<file path="src/rtl/joypad_port.sv">
// NES standard controller port: 2-flop synchronizer, sampled debouncer and
// 4021-style latch/shift register. Optional turbo A/B inputs under JOYPAD_TURBO_EN.
module joypad_port #(
    parameter logic [15:0] DEBOUNCE_CYCLES = 16'd50000,
    parameter logic [7:0]  TURBO_DIV       = 8'd4
) (
    input  logic       clock,
    input  logic       reset,
    input  logic       clock_en,
    input  logic       latch,
    input  logic       pulse,
    input  logic [7:0] buttons_raw,
`ifdef JOYPAD_TURBO_EN
    input  logic       turbo_a,
    input  logic       turbo_b,
`endif
    output logic       ctlr_data,
    output logic [7:0] buttons_db
);

`ifdef JOYPAD_TURBO_EN
    localparam int NB = 10;
    logic [NB-1:0] raw_vec;
    assign raw_vec = {turbo_b, turbo_a, buttons_raw};
`else
    localparam int NB = 8;
    logic [NB-1:0] raw_vec;
    assign raw_vec = buttons_raw;
`endif

    logic [NB-1:0] sync1_reg;
    logic [NB-1:0] sync2_reg;
    logic [15:0]   sample_cnt_reg;
    logic [15:0]   sample_cnt_next;
    logic          sample_wrap;
    logic [NB-1:0] prev_sample_reg;
    logic [NB-1:0] db_reg;
    logic [NB-1:0] db_next;
    logic [7:0]    eff_buttons;
    logic [7:0]    shreg_reg;
    logic [7:0]    shreg_next;

    // Free-running synchronizer, independent of the CPU clock enable.
    always_ff @(posedge clock or posedge reset) begin
        if (reset) begin
            sync1_reg <= '0;
            sync2_reg <= '0;
        end else begin
            sync1_reg <= raw_vec;
            sync2_reg <= sync1_reg;
        end
    end

    assign sample_wrap     = (sample_cnt_reg == DEBOUNCE_CYCLES - 16'd1);
    assign sample_cnt_next = sample_wrap ? 16'd0 : sample_cnt_reg + 16'd1;

    always_ff @(posedge clock or posedge reset) begin
        if (reset) begin
            sample_cnt_reg  <= 16'd0;
            prev_sample_reg <= '0;
        end else begin
            sample_cnt_reg <= sample_cnt_next;
            if (sample_wrap) begin
                prev_sample_reg <= sync2_reg;
            end
        end
    end

    // A bit is accepted only when two consecutive samples agree.
    generate
        for (genvar gi = 0; gi < NB; gi++) begin : g_debounce
            assign db_next[gi] = (sample_wrap && (sync2_reg[gi] == prev_sample_reg[gi]))
                                 ? sync2_reg[gi] : db_reg[gi];
        end
    endgenerate

    always_ff @(posedge clock or posedge reset) begin
        if (reset) begin
            db_reg <= '0;
        end else begin
            db_reg <= db_next;
        end
    end

    assign buttons_db = db_reg[7:0];

`ifdef JOYPAD_TURBO_EN
    logic [7:0] turbo_cnt_reg;
    logic       phase_reg;

    always_ff @(posedge clock or posedge reset) begin
        if (reset) begin
            turbo_cnt_reg <= 8'd0;
            phase_reg     <= 1'b0;
        end else if (clock_en) begin
            if (turbo_cnt_reg == TURBO_DIV - 8'd1) begin
                turbo_cnt_reg <= 8'd0;
                phase_reg     <= ~phase_reg;
            end else begin
                turbo_cnt_reg <= turbo_cnt_reg + 8'd1;
            end
        end
    end

    always_comb begin
        eff_buttons    = db_reg[7:0];
        eff_buttons[0] = db_reg[0] | (db_reg[8] & phase_reg);
        eff_buttons[1] = db_reg[1] | (db_reg[9] & phase_reg);
    end
`else
    // TURBO_DIV only matters in the turbo build; keep it referenced here.
    if (TURBO_DIV == 8'd0) begin : g_turbo_div_unused
    end

    assign eff_buttons = db_reg[7:0];
`endif

    // Latch has priority over pulse; a 1 is shifted in so past-end bits read as 1 at the CPU.
    always_comb begin
        shreg_next = shreg_reg;
        if (clock_en) begin
            if (latch) begin
                shreg_next = eff_buttons;
            end else if (pulse) begin
                shreg_next = {1'b1, shreg_reg[7:1]};
            end
        end
    end

    always_ff @(posedge clock or posedge reset) begin
        if (reset) begin
            shreg_reg <= 8'h00;
        end else begin
            shreg_reg <= shreg_next;
        end
    end

    assign ctlr_data = ~shreg_reg[0];

endmodule
</file>
<file path="config.mk">
export PLATFORM = sky130hd
export DESIGN_NAME = joypad_port
export DESIGN_NICKNAME = d
export VERILOG_FILES = /design/src/rtl/joypad_port.sv
export SDC_FILE = /design/constraint.sdc
export NUM_CORES = 1
export LEC_CHECK = 0
export BUFFER_PORTS_ARGS = -buffer_cell sky130_fd_sc_hd__buf_2
export CAP_MARGIN = 20
export CORE_MARGIN = 2
export CORE_UTILIZATION = 50
export DETAILED_ROUTE_END_ITERATION = 8
export PLACE_DENSITY_LB_ADDON = 0.08
export SLEW_MARGIN = 25
export SYNTH_ARGS = -nofsm -noshare
export SYNTH_HDL_FRONTEND = slang
export SYNTH_SLANG_ARGS = --single-unit
</file>
<file path="constraint.sdc">
create_clock -name clock -period 4.25 [get_ports clock]
set_input_delay 0.85 -clock clock [delete_from_list [all_inputs] [get_ports clock]]
set_output_delay 0.85 -clock clock [all_outputs]
set_load 0.005 [all_outputs]
</file>
* Yosys cells after proc, flatten, opt, wreduce, memory -nomap -nowiden
Cells that the tools add are included.
Widths: inputs -> output; s select.
** Cells by class
- Multiplexer cells :: 3
- Eq/ne operators :: 9
- Reductions and logical operators :: 10
- Add/sub/neg operators :: 1
- Bitwise operators :: 1
** Operators with widths (count)
- $add 16x1->16 const B :: 1
- $eq 16x16->1 const B :: 1
- $mux 16 :: 1
- $mux 8 :: 2
- $eq 1x1->1 :: 8
- $logic_and 1x1->1 :: 8
- $reduce_and 2->1 :: 1
- $reduce_bool 2->1 :: 1
- $not 1->1 :: 1
** Word-level totals
- Logic and storage cells :: 37
- Output and inout port bits :: 9
- Register bits :: 56

* Logic depth before layout (Yosys ltp)
Gate-level depths: netlist (run 1).
- Word-level depth :: 2
- Mapped depth :: 7
- Mapped depth without buffers :: 5

* Worst setup path before layout (run 1)
Ideal clock, no wire load.
- Path type :: input to register
- Start :: input port latch
- End :: register shreg_reg[6]
- Library setup time :: 0.121 ns
- Arrival :: 1.595 ns
- Cell stages on the path :: 4
- Required time :: 4.129 ns
- Path slack :: 2.534 ns
- Cells stage by stage :: clkbuf_1 nor2b_1 a22o_1 a22o_1
** Between the ends
- Word-level cells in the longest chain between the ends :: 2
- Elaborated cells on any way between the ends :: 3
- Those cells by class :: 1 x mux; 2 x reduce/logical
** Ends and longest elaborated chain
- from (decl) :: RTL line 10 : input logic latch,
- $reduce_bool 2->1 (no line)
- $reduce_and 2->1 (no line)
- to (signal assigned) :: RTL line 134 : shreg_reg <= shreg_next;
- to (decl) :: RTL line 40 : logic [7:0] shreg_reg;
Parallel ways exist; a longest one is shown, timed or not.
A chain may end at the register's enable or synchronous reset.

* Final worst setup path (run 1)
- Start :: register sample_cnt_reg[0]
- End :: register db_reg[3], in the netlist buttons_db[3]
** Between the ends
- Word-level cells in the longest chain between the ends :: 2
** Ends and longest elaborated chain
- from (decl) :: RTL line 33 : logic [15:0] sample_cnt_reg;
- from (signal assigned) :: RTL line 62 : sample_cnt_reg <= sample_cnt_next;
- $eq 16x16->1 :: RTL line 54 : assign sample_wrap = (sample_cnt_reg == DEBOUNCE_CYCLES - 16'd1);
- $logic_and 1x1->1 :: RTL line 72 : assign db_next[gi] = (sample_wrap && (sync2_reg[gi] == prev_sample_reg[gi]))
- to (signal assigned) :: RTL line 81 : db_reg <= db_next;
- to (decl) :: RTL line 37 : logic [NB-1:0] db_reg;
No other way between the ends.

==> results of run 1 <==
==> layout make-up <==
cell class	count	area, um^2	share of cell area [%]
sequential	56	1401	58.12
multi-input combinational	111	690.7	28.65
timing repair buffer	21	105.1	4.359
clock buffer	5	68.82	2.854
tap	52	65.06	2.698
inverter	14	55.05	2.283
clock inverter	3	25.02	1.038
==> power by group through the flow <==
stage	Combinational, mW	Clock [mW]	Sequential, mW
after floorplan	0.0204	0	0.558
after global placement	0.0303	0	0.559
after detailed placement	0.0324	0	0.559
after CTS	0.0325	0.309	0.549
after global routing	0.0364	0.332	0.550
final	0.0315	0.297	0.549
==> path summary, 6_finish.rpt <==
check | endpoint | slack [ns] | depth (start not counted)
max in group asynchronous | buttons_db[7]$_DFFE_PP0P_ | 3.18 | 2
min in group asynchronous | sync1_reg[2]$_DFF_PP0_ | 0.63 | 2
worst max register to register | buttons_db[3]$_DFFE_PP0P_ | 2.24 | 5
worst min-delay path | sync2_reg[6]$_DFF_PP0_ | 0.35 | 0
worst max-delay path | buttons_db[3]$_DFFE_PP0P_ | 2.24 | 5
worst min register to register | sync2_reg[6]$_DFF_PP0_ | 0.35 | 0
==> worst reg2reg max path, delay by kind of cell (launching register included) <==
kind,cells,cell delay (ns)
AOI/OAI and AO/OA,2,0.52
DFF,1,0.41
and+or+nand+nor,2,0.74
adders and majority gates,1,0.22
==> cells in the mapped netlist (all sizes together) <==
library cell / instances / area share, %
a21oi: 18 / 4.5
a22o: 12 / 4.8
and2: 1 / 0.29
and3: 1 / 0.29
and4: 1 / 0.40
and4bb: 2 / 1.1
buf: 4 / 1.3
clkbuf: 3 / 0.52
dfrtp: 56 / 64
ha: 1 / 0.57
inv: 14 / 2.4
mux2i: 1 / 0.46
nand2: 14 / 2.4
nand3: 6 / 1.4
nand4: 5 / 1.7
nor2: 12 / 2.1
nor2b: 1 / 0.29
nor4: 1 / 0.29
nor4b: 1 / 0.69
o21ai: 17 / 3.9
o22ai: 2 / 0.57
o311ai: 1 / 0.40
o41ai: 1 / 0.40
or2: 1 / 0.29
xnor2: 4 / 1.6
xor2: 8 / 3.2
==> routing by layer <==
layer  wire (um)  share of wire, %  vias to the layer above
met3         156               4.3                        4
li1            -                 -                      692
met1        1889                52                      715
met2        1563                43                       28
met5           0                 0                        -
met4          30              0.82                        0
==> stage by stage <==
step	util [%]	total power [mW]
floorplan	-	0.5782
CTS	56.15	0.8904
global route	56.15	0.9190
global placement	53.90	0.5891
detailed placement	53.96	0.5916
finish	56.15	0.8774
==> placed cells by master (no fill, tap or decap), types with 2 or more instances in the layout <==
cell	count
dfrtp_1	56
buf_2	21
a21oi_1	16
nand2_1	14
inv_1	13
a22o_1	12
nor2_1	12
o21ai_1	10
xor2_1	8
o21ai_0	7
nand3_1	6
clkbuf_8	5
nand4_1	4
xnor2_1	4
and4bb_1	2
a21oi_2	2
o22ai_1	2
inv_6	2
==> cells by family (layout without fill, tap and decap cells) <==
family,count (synthesis),after routing
flip-flops,56,56
AO/OA/AOI/OAI,51,51
AND/OR/NAND/NOR,46,46
buffers and inverters,21,43
XOR/XNOR,12,12
adder cells (fa/ha/maj),1,1
multiplexers,1,1
==> summary.txt, run 1 <==
Critical path
  – CP max FO: 25
  – Setup crit end kind: flop
  – CP Data Required Time: 4.44 ns
  – Critical R2R Launch: sample_cnt_reg[0]$_DFF_PP0_
  – WP data arrival: ~2.2 ns
  – CP Launch Type: flop
  – Slowest-stage cell, CP: nand4_2
  – Top cell family by delay on the critical path: simple AND/OR/NAND/NOR gates
  – Crit path buf inv count: 0
  – CP cell instances: ha_1, and3_1, nand4_2, o21ai_0, a21oi_2
  – Crit path kind: reg2reg
  – Crit-path max cell delay: between 0.4 and 0.5 ns
  – CP Launch Point: sample_cnt_reg[0]$_DFF_PP0_

Finish
  – Final instance area: ~2400 um^2
  – Final cell count without fillers: around 260
  – Largest register FFs: 16
  – Ant diodes: 0
  – Final net count: between 200 and 250
  – Share of cells above drive strength 1: between 15 and 20%
  – Area grow syn2layout: 10.37%
  – Layout fillers: around 380

Timing
  – FMAX: 0.4985 GHz
  – Final setup vio count: 0
  – Number of hold violations in the final report: 0
  – Max-slew headroom: between 50% and 60%
  – Tightest Pin Transition: ~0.66 ns
  – RSZ-0062 raised after global routing: false
  – Minimum hold slack: 0.3550 ns
  – Clock Skews: 0.01045 ns
  – Post-route setup slack: roughly 2.2 ns
  – Period utilization: between 40% and 50%
  – Fin Setup TNS: 0 ns
  – Minimum clock period after layout: 2.006 ns
  – Final-report max-slew violation count: 0

Detailed routing
  – Drt first pass iters: 4
  – DR vias: 1439
  – Detailed Route WL: 3640 um
  – Vias per inst: 5.492
  – DRC errors left: 0
  – Initial DRC Count: 65
  – Routed Antenna Nets: 0
  – Routed len/inst: roughly 14 um

Placed design
  – Dpl cells: 254
  – Placed cell area: approximately 2300 um^2
  – GP Congestion: 0.7894
  – Hpwl dp: 2454 um
  – Worst slack, placed: roughly 2.3 ns
  – Port Buffers: 21

Global routing
  – Largest net degree at the start of global routing: between 50 and 60
  – Grt peak-use layer: met2
  – Total track usage: around 16%
  – Antenna violations before repair: 0
  – Global-route wire length before repair: between 6000 and 7000 um
  – GRT overflow: 0
  – Global routing usage on met1: 23.95%
  – Met3 Use GR: roughly 4.2%
  – Vias in the first global route: between 1000 and 1500
  – GR met2 Demand/Resource: 24.34%

Synth
  – Compound-cell area share of the yosys netlist: between 10 and 15%
  – Sequential-to-total area share from yosys stat: 64.15%
  – Syn Inst Count: approximately 190
  – Ys Warns: 0
  – Post-Syn Nets: 202
  – Xor-xnor portion of the synthesized cell area: about 4.8%
  – Syn_area_per_cell: between 10 and 15 um^2
  – Synth Area in Adders: less than 1%
  – Post-Synth Simple-Gate Area: between 10% and 20%
  – Combinational family with the most area after synthesis: compound AO/OA/AOI/OAI gates
  – Mapped cell area: about 2200 um^2
  – Distinct cell type count after synthesis: 31
  – Synth Register Bits: 56
  – Multiplexer area fraction after synthesis: less than 1%

Floorplanning
  – Initial Util: 50.87%
  – Core Area: roughly 4300 um^2
  – Row count: 24
  – Die ar.: approximately 5000 um^2
  – Num ports: 22
  – Die Y: 70.10 um
  – Die X: between 70 and 80 um

Run status
  – Outcome: complete, no violations

CTS
  – Clk slew on worst S/H paths: ~0.11 ns
  – Clock Sinks: 56
  – Postcts setup bufs: 0
  – Clk_lat worst skew: 0.31 ns
  – Htree depth: 2
  – Cts hold-fix bufs: 0
  – Clock root cell: clkbuf_8
  – CTS tree: yes
  – Post_cts resized: 0
  – Max clock buf depth: 2
  – Clock buffer count from CTS: 5

Hold path
  – Hold WC Path Type: reg2reg
  – Worst Hold Launch: sync1_reg[6]$_DFF_PP0_

Power
  – Leak pwr: roughly 1.2 nW
  – Comb power frac: 3.6%
  – Pwr/cell area: 363.9 nW/um^2
  – Clock network power share: 33.9%
  – P_int: ~670 uW
  – Flop pwr share: a little over three fifths
  – Worst VDD drop: about 0.24 mV
  – Net Sw Power: ~200 uW
  – Sw Share: between 20% and 30%

Job
  – Max-Cap Viols: 0
Power figures use the tool's default switching activity.
==> run 2: changes to the inputs <==
==> constraint.sdc (replaced) <==
create_clock -name clock -period 1.95 [get_ports clock]
set_input_delay 0.39 -clock clock [delete_from_list [all_inputs] [get_ports clock]]
set_output_delay 0.39 -clock clock [all_outputs]
set_load 0.005 [all_outputs]
==> summary.txt, run 2 (synthesized netlist as in run 1, its figures left out) <==
Run status
  – Outcome: complete, no violations (unchanged)

Floorplanning
  – Num ports: 22 (unchanged)
  – Die Y: 70.10 um (unchanged)
  – Initial Util: 50.87% (unchanged)
  – Die ar.: 4914 um^2 (unchanged)
  – Die X: 70.10 um (unchanged)
  – Core Area: 4294 um^2 (unchanged)
  – Row count: 24 (unchanged)

Timing
  – Max-slew headroom: 67.87% (was 55.94%)
  – Number of hold violations in the final report: 0 (unchanged)
  – FMAX: 0.5554 GHz (was 0.4985 GHz)
  – RSZ-0062 raised after global routing: false (unchanged)
  – Final-report max-slew violation count: 0 (unchanged)
  – Tightest Pin Transition: 0.4787 ns (was 0.6609 ns)
  – Clock Skews: 0.004857 ns (was 0.01045 ns)
  – Period utilization: 92.34% (was 47.20%)
  – Final setup vio count: 0 (unchanged)
  – Fin Setup TNS: 0 ns (unchanged)
  – Minimum clock period after layout: 1.801 ns (was 2.006 ns)
  – Post-route setup slack: 0.1494 ns (was 2.244 ns)

Power
  – Clock network power share: 32.6% (was 33.9%)
  – Sw Share: 21.99% (was 23.13%)
  – Worst VDD drop: 0.4958 mV (was 0.2414 mV)
  – Leak pwr: 1.200 nW (was 1.181 nW)
  – Pwr/cell area: 768.9 nW/um^2 (was 363.9 nW/um^2)
  – Net Sw Power: 413.7 uW (was 203.0 uW)
  – Flop pwr share: 63.6% (was 62.6%)
  – P_int: 1.467 mW (was 674.4 uW)
  – Comb power frac: 3.8% (was 3.6%)

Finish
  – Core Util, Final: 56.96% (was 56.15%)
  – Most common cell after layout, fill and taps aside: dfrtp_1 (unchanged)
  – Share of cells above drive strength 1: 17.29% (was 16.19%)
  – Final net count: 227 (was 223)
  – Ant diodes: 0 (unchanged)
  – Commonest cells after routing, fill and taps aside: dfrtp_1 (56), buf_2 (21), a21oi_1 (16) (unchanged)
  – Sequential standard cell area: 1401 um^2 (unchanged)
  – Area occupied by multi-input gates: 690.7 um^2 (unchanged)
  – Largest register FFs: 16 (unchanged)
  – Layout fillers: 379 (was 378)
  – Area grow syn2layout: 11.97% (was 10.37%)
  – Final instance area: 2446 um^2 (was 2411 um^2)

CTS
  – Post_cts resized: 0 (unchanged)
  – Htree depth: 2 (unchanged)
  – Postcts setup bufs: 0 (unchanged)
  – Clk slew on worst S/H paths: 0.10 ns (was 0.11 ns)
  – Clock root cell: clkbuf_8 (unchanged)
  – Clock buffer count from CTS: 5 (unchanged)
  – Clk_lat worst skew: 0.30 ns (was 0.31 ns)
  – Cts hold-fix bufs: 0 (unchanged)
  – Max clock buf depth: 2 (unchanged)
  – CTS tree: yes (unchanged)
  – Clock Sinks: 56 (unchanged)

Global routing
  – GR met2 Demand/Resource: 23.70% (was 24.34%)
  – Met3 Use GR: 5.339% (was 4.185%)
  – GRT overflow: 0 (unchanged)
  – Grt peak-use layer: met1 (was met2)
  – Total track usage: 16.87% (was 16.46%)
  – Antenna violations before repair: 0 (unchanged)
  – Largest net degree at the start of global routing: 57 (unchanged)
  – Vias in the first global route: 1397 (unchanged)
  – Global routing usage on met1: 23.91% (was 23.95%)
  – Global-route wire length before repair: 6492 um (was 6437 um)

Placed design
  – Hpwl dp: 2497 um (was 2454 um)
  – Port Buffers: 21 (unchanged)
  – GP Congestion: 0.7703 (was 0.7894)
  – Placed cell area: 2357 um^2 (was 2317 um^2)
  – Worst slack, placed: 0.1816 ns (was 2.267 ns)

Critical path
  – CP Launch Type: flop (unchanged)
  – WP data arrival: 2.00 ns (was 2.20 ns)
  – Crit path buf inv count: 1 (was 0)
  – CP max FO: 12 (was 25)
  – Slowest-stage cell, CP: dfrtp_1 (was nand4_2)
  – Setup crit end kind: flop (unchanged)
  – CP Data Required Time: 2.15 ns (was 4.44 ns)
  – Crit path kind: reg2reg (unchanged)
  – Top cell family by delay on the critical path: simple AND/OR/NAND/NOR gates (unchanged)
  – CP cell instances: ha_1, and3_1, nand4_2, buf_4, o21ai_0, a21oi_1 (was ha_1, and3_1, nand4_2, o21ai_0, a21oi_2)
  – Crit-path max cell delay: 0.41 ns (was 0.47 ns)

Job
  – Max-Cap Viols: 0 (unchanged)

Detailed routing
  – Initial DRC Count: 50 (was 65)
  – Drt first pass iters: 4 (unchanged)
  – Routed len/inst: 13.66 um (was 13.89 um)
  – DR vias: 1402 (was 1439)
  – Vias per inst: 5.271 (was 5.492)
  – Detailed Route WL: 3634 um (was 3640 um)
  – Routed Antenna Nets: 0 (unchanged)
  – DRC errors left: 0 (unchanged)

Hold path
  – Hold WC Path Type: in2async (was reg2reg)
run 2: changes by cell type in the layout (fill, tap and decap cells not counted), sizes merged:
| cell | delta |
|---|---|
| buf | +4 |
| inv | -2 |
| clkinv | +1 |
| clkbuf | +1 |
run 2: final timing paths:
check	slack (ns)	startpoint	to	cells past startpoint
min in group clock	0.18	buttons_raw[0]	sync1_reg[0]$_DFF_PP0_	1
max	0.15	sample_cnt_reg[0]$_DFF_PP0_	buttons_db[0]$_DFFE_PP0P_	6
max in group asynchronous	1.60	reset	prev_sample_reg[7]$_DFFE_PP0N_	3
min reg2reg	0.35	sync1_reg[3]$_DFF_PP0_	sync2_reg[3]$_DFF_PP0_	0
min	0.11	reset	sync1_reg[2]$_DFF_PP0_	3
max reg2reg	0.15	sample_cnt_reg[0]$_DFF_PP0_	buttons_db[0]$_DFFE_PP0P_	6
run 2: worst register-to-register path, delay by kind of cell, from the launching register on:
kind / cells / cell delay (ns)
adders and majority gates: 1 / 0.22
AOI/OAI and AO/OA: 2 / 0.24
DFF: 1 / 0.41
buffers and inverters: 1 / 0.28
and+or+nand+nor: 2 / 0.55
run 2: power by group through the flow:
stage | registers, mW | logic [mW] | clock network, mW
finish | 1.20 | 0.0718 | 0.614
global route | 1.20 | 0.0835 | 0.679
CTS | 1.20 | 0.0745 | 0.642
detailed placement | 1.22 | 0.0746 | 0
global placement | 1.22 | 0.0715 | 0
floorplan | 1.22 | 0.0445 | 0
run 2: final cells by class:
class	count	area share [%]
Multi-Input combinational cell	111	28.24
Timing Repair Buffer	25	6.036
Sequential cell	56	57.29
Inverter	14	2.148
Tap cell	52	2.660
Clock inverter	2	0.6650
Clock buffer	6	2.967
run 2: stage by stage:
stage          total power [mW]  std cells  hold WS (ns)
2_1_floorplan             1.260        188        0.3312
3_3_place_gp              1.289        258        0.3315
3_5_place_dp              1.293        258        0.3347
4_1_cts                   1.912        266        0.1219
5_1_grt                   1.961        266        0.1267
6_report                  1.881        266        0.1136
run 2: per-layer routing:
layer  up-vias  part of all wire, %
met3         8                  4.5
li1        699                    -
met1       666                   52
met4         0                  2.3
met5         -                    0
met2        29                   41
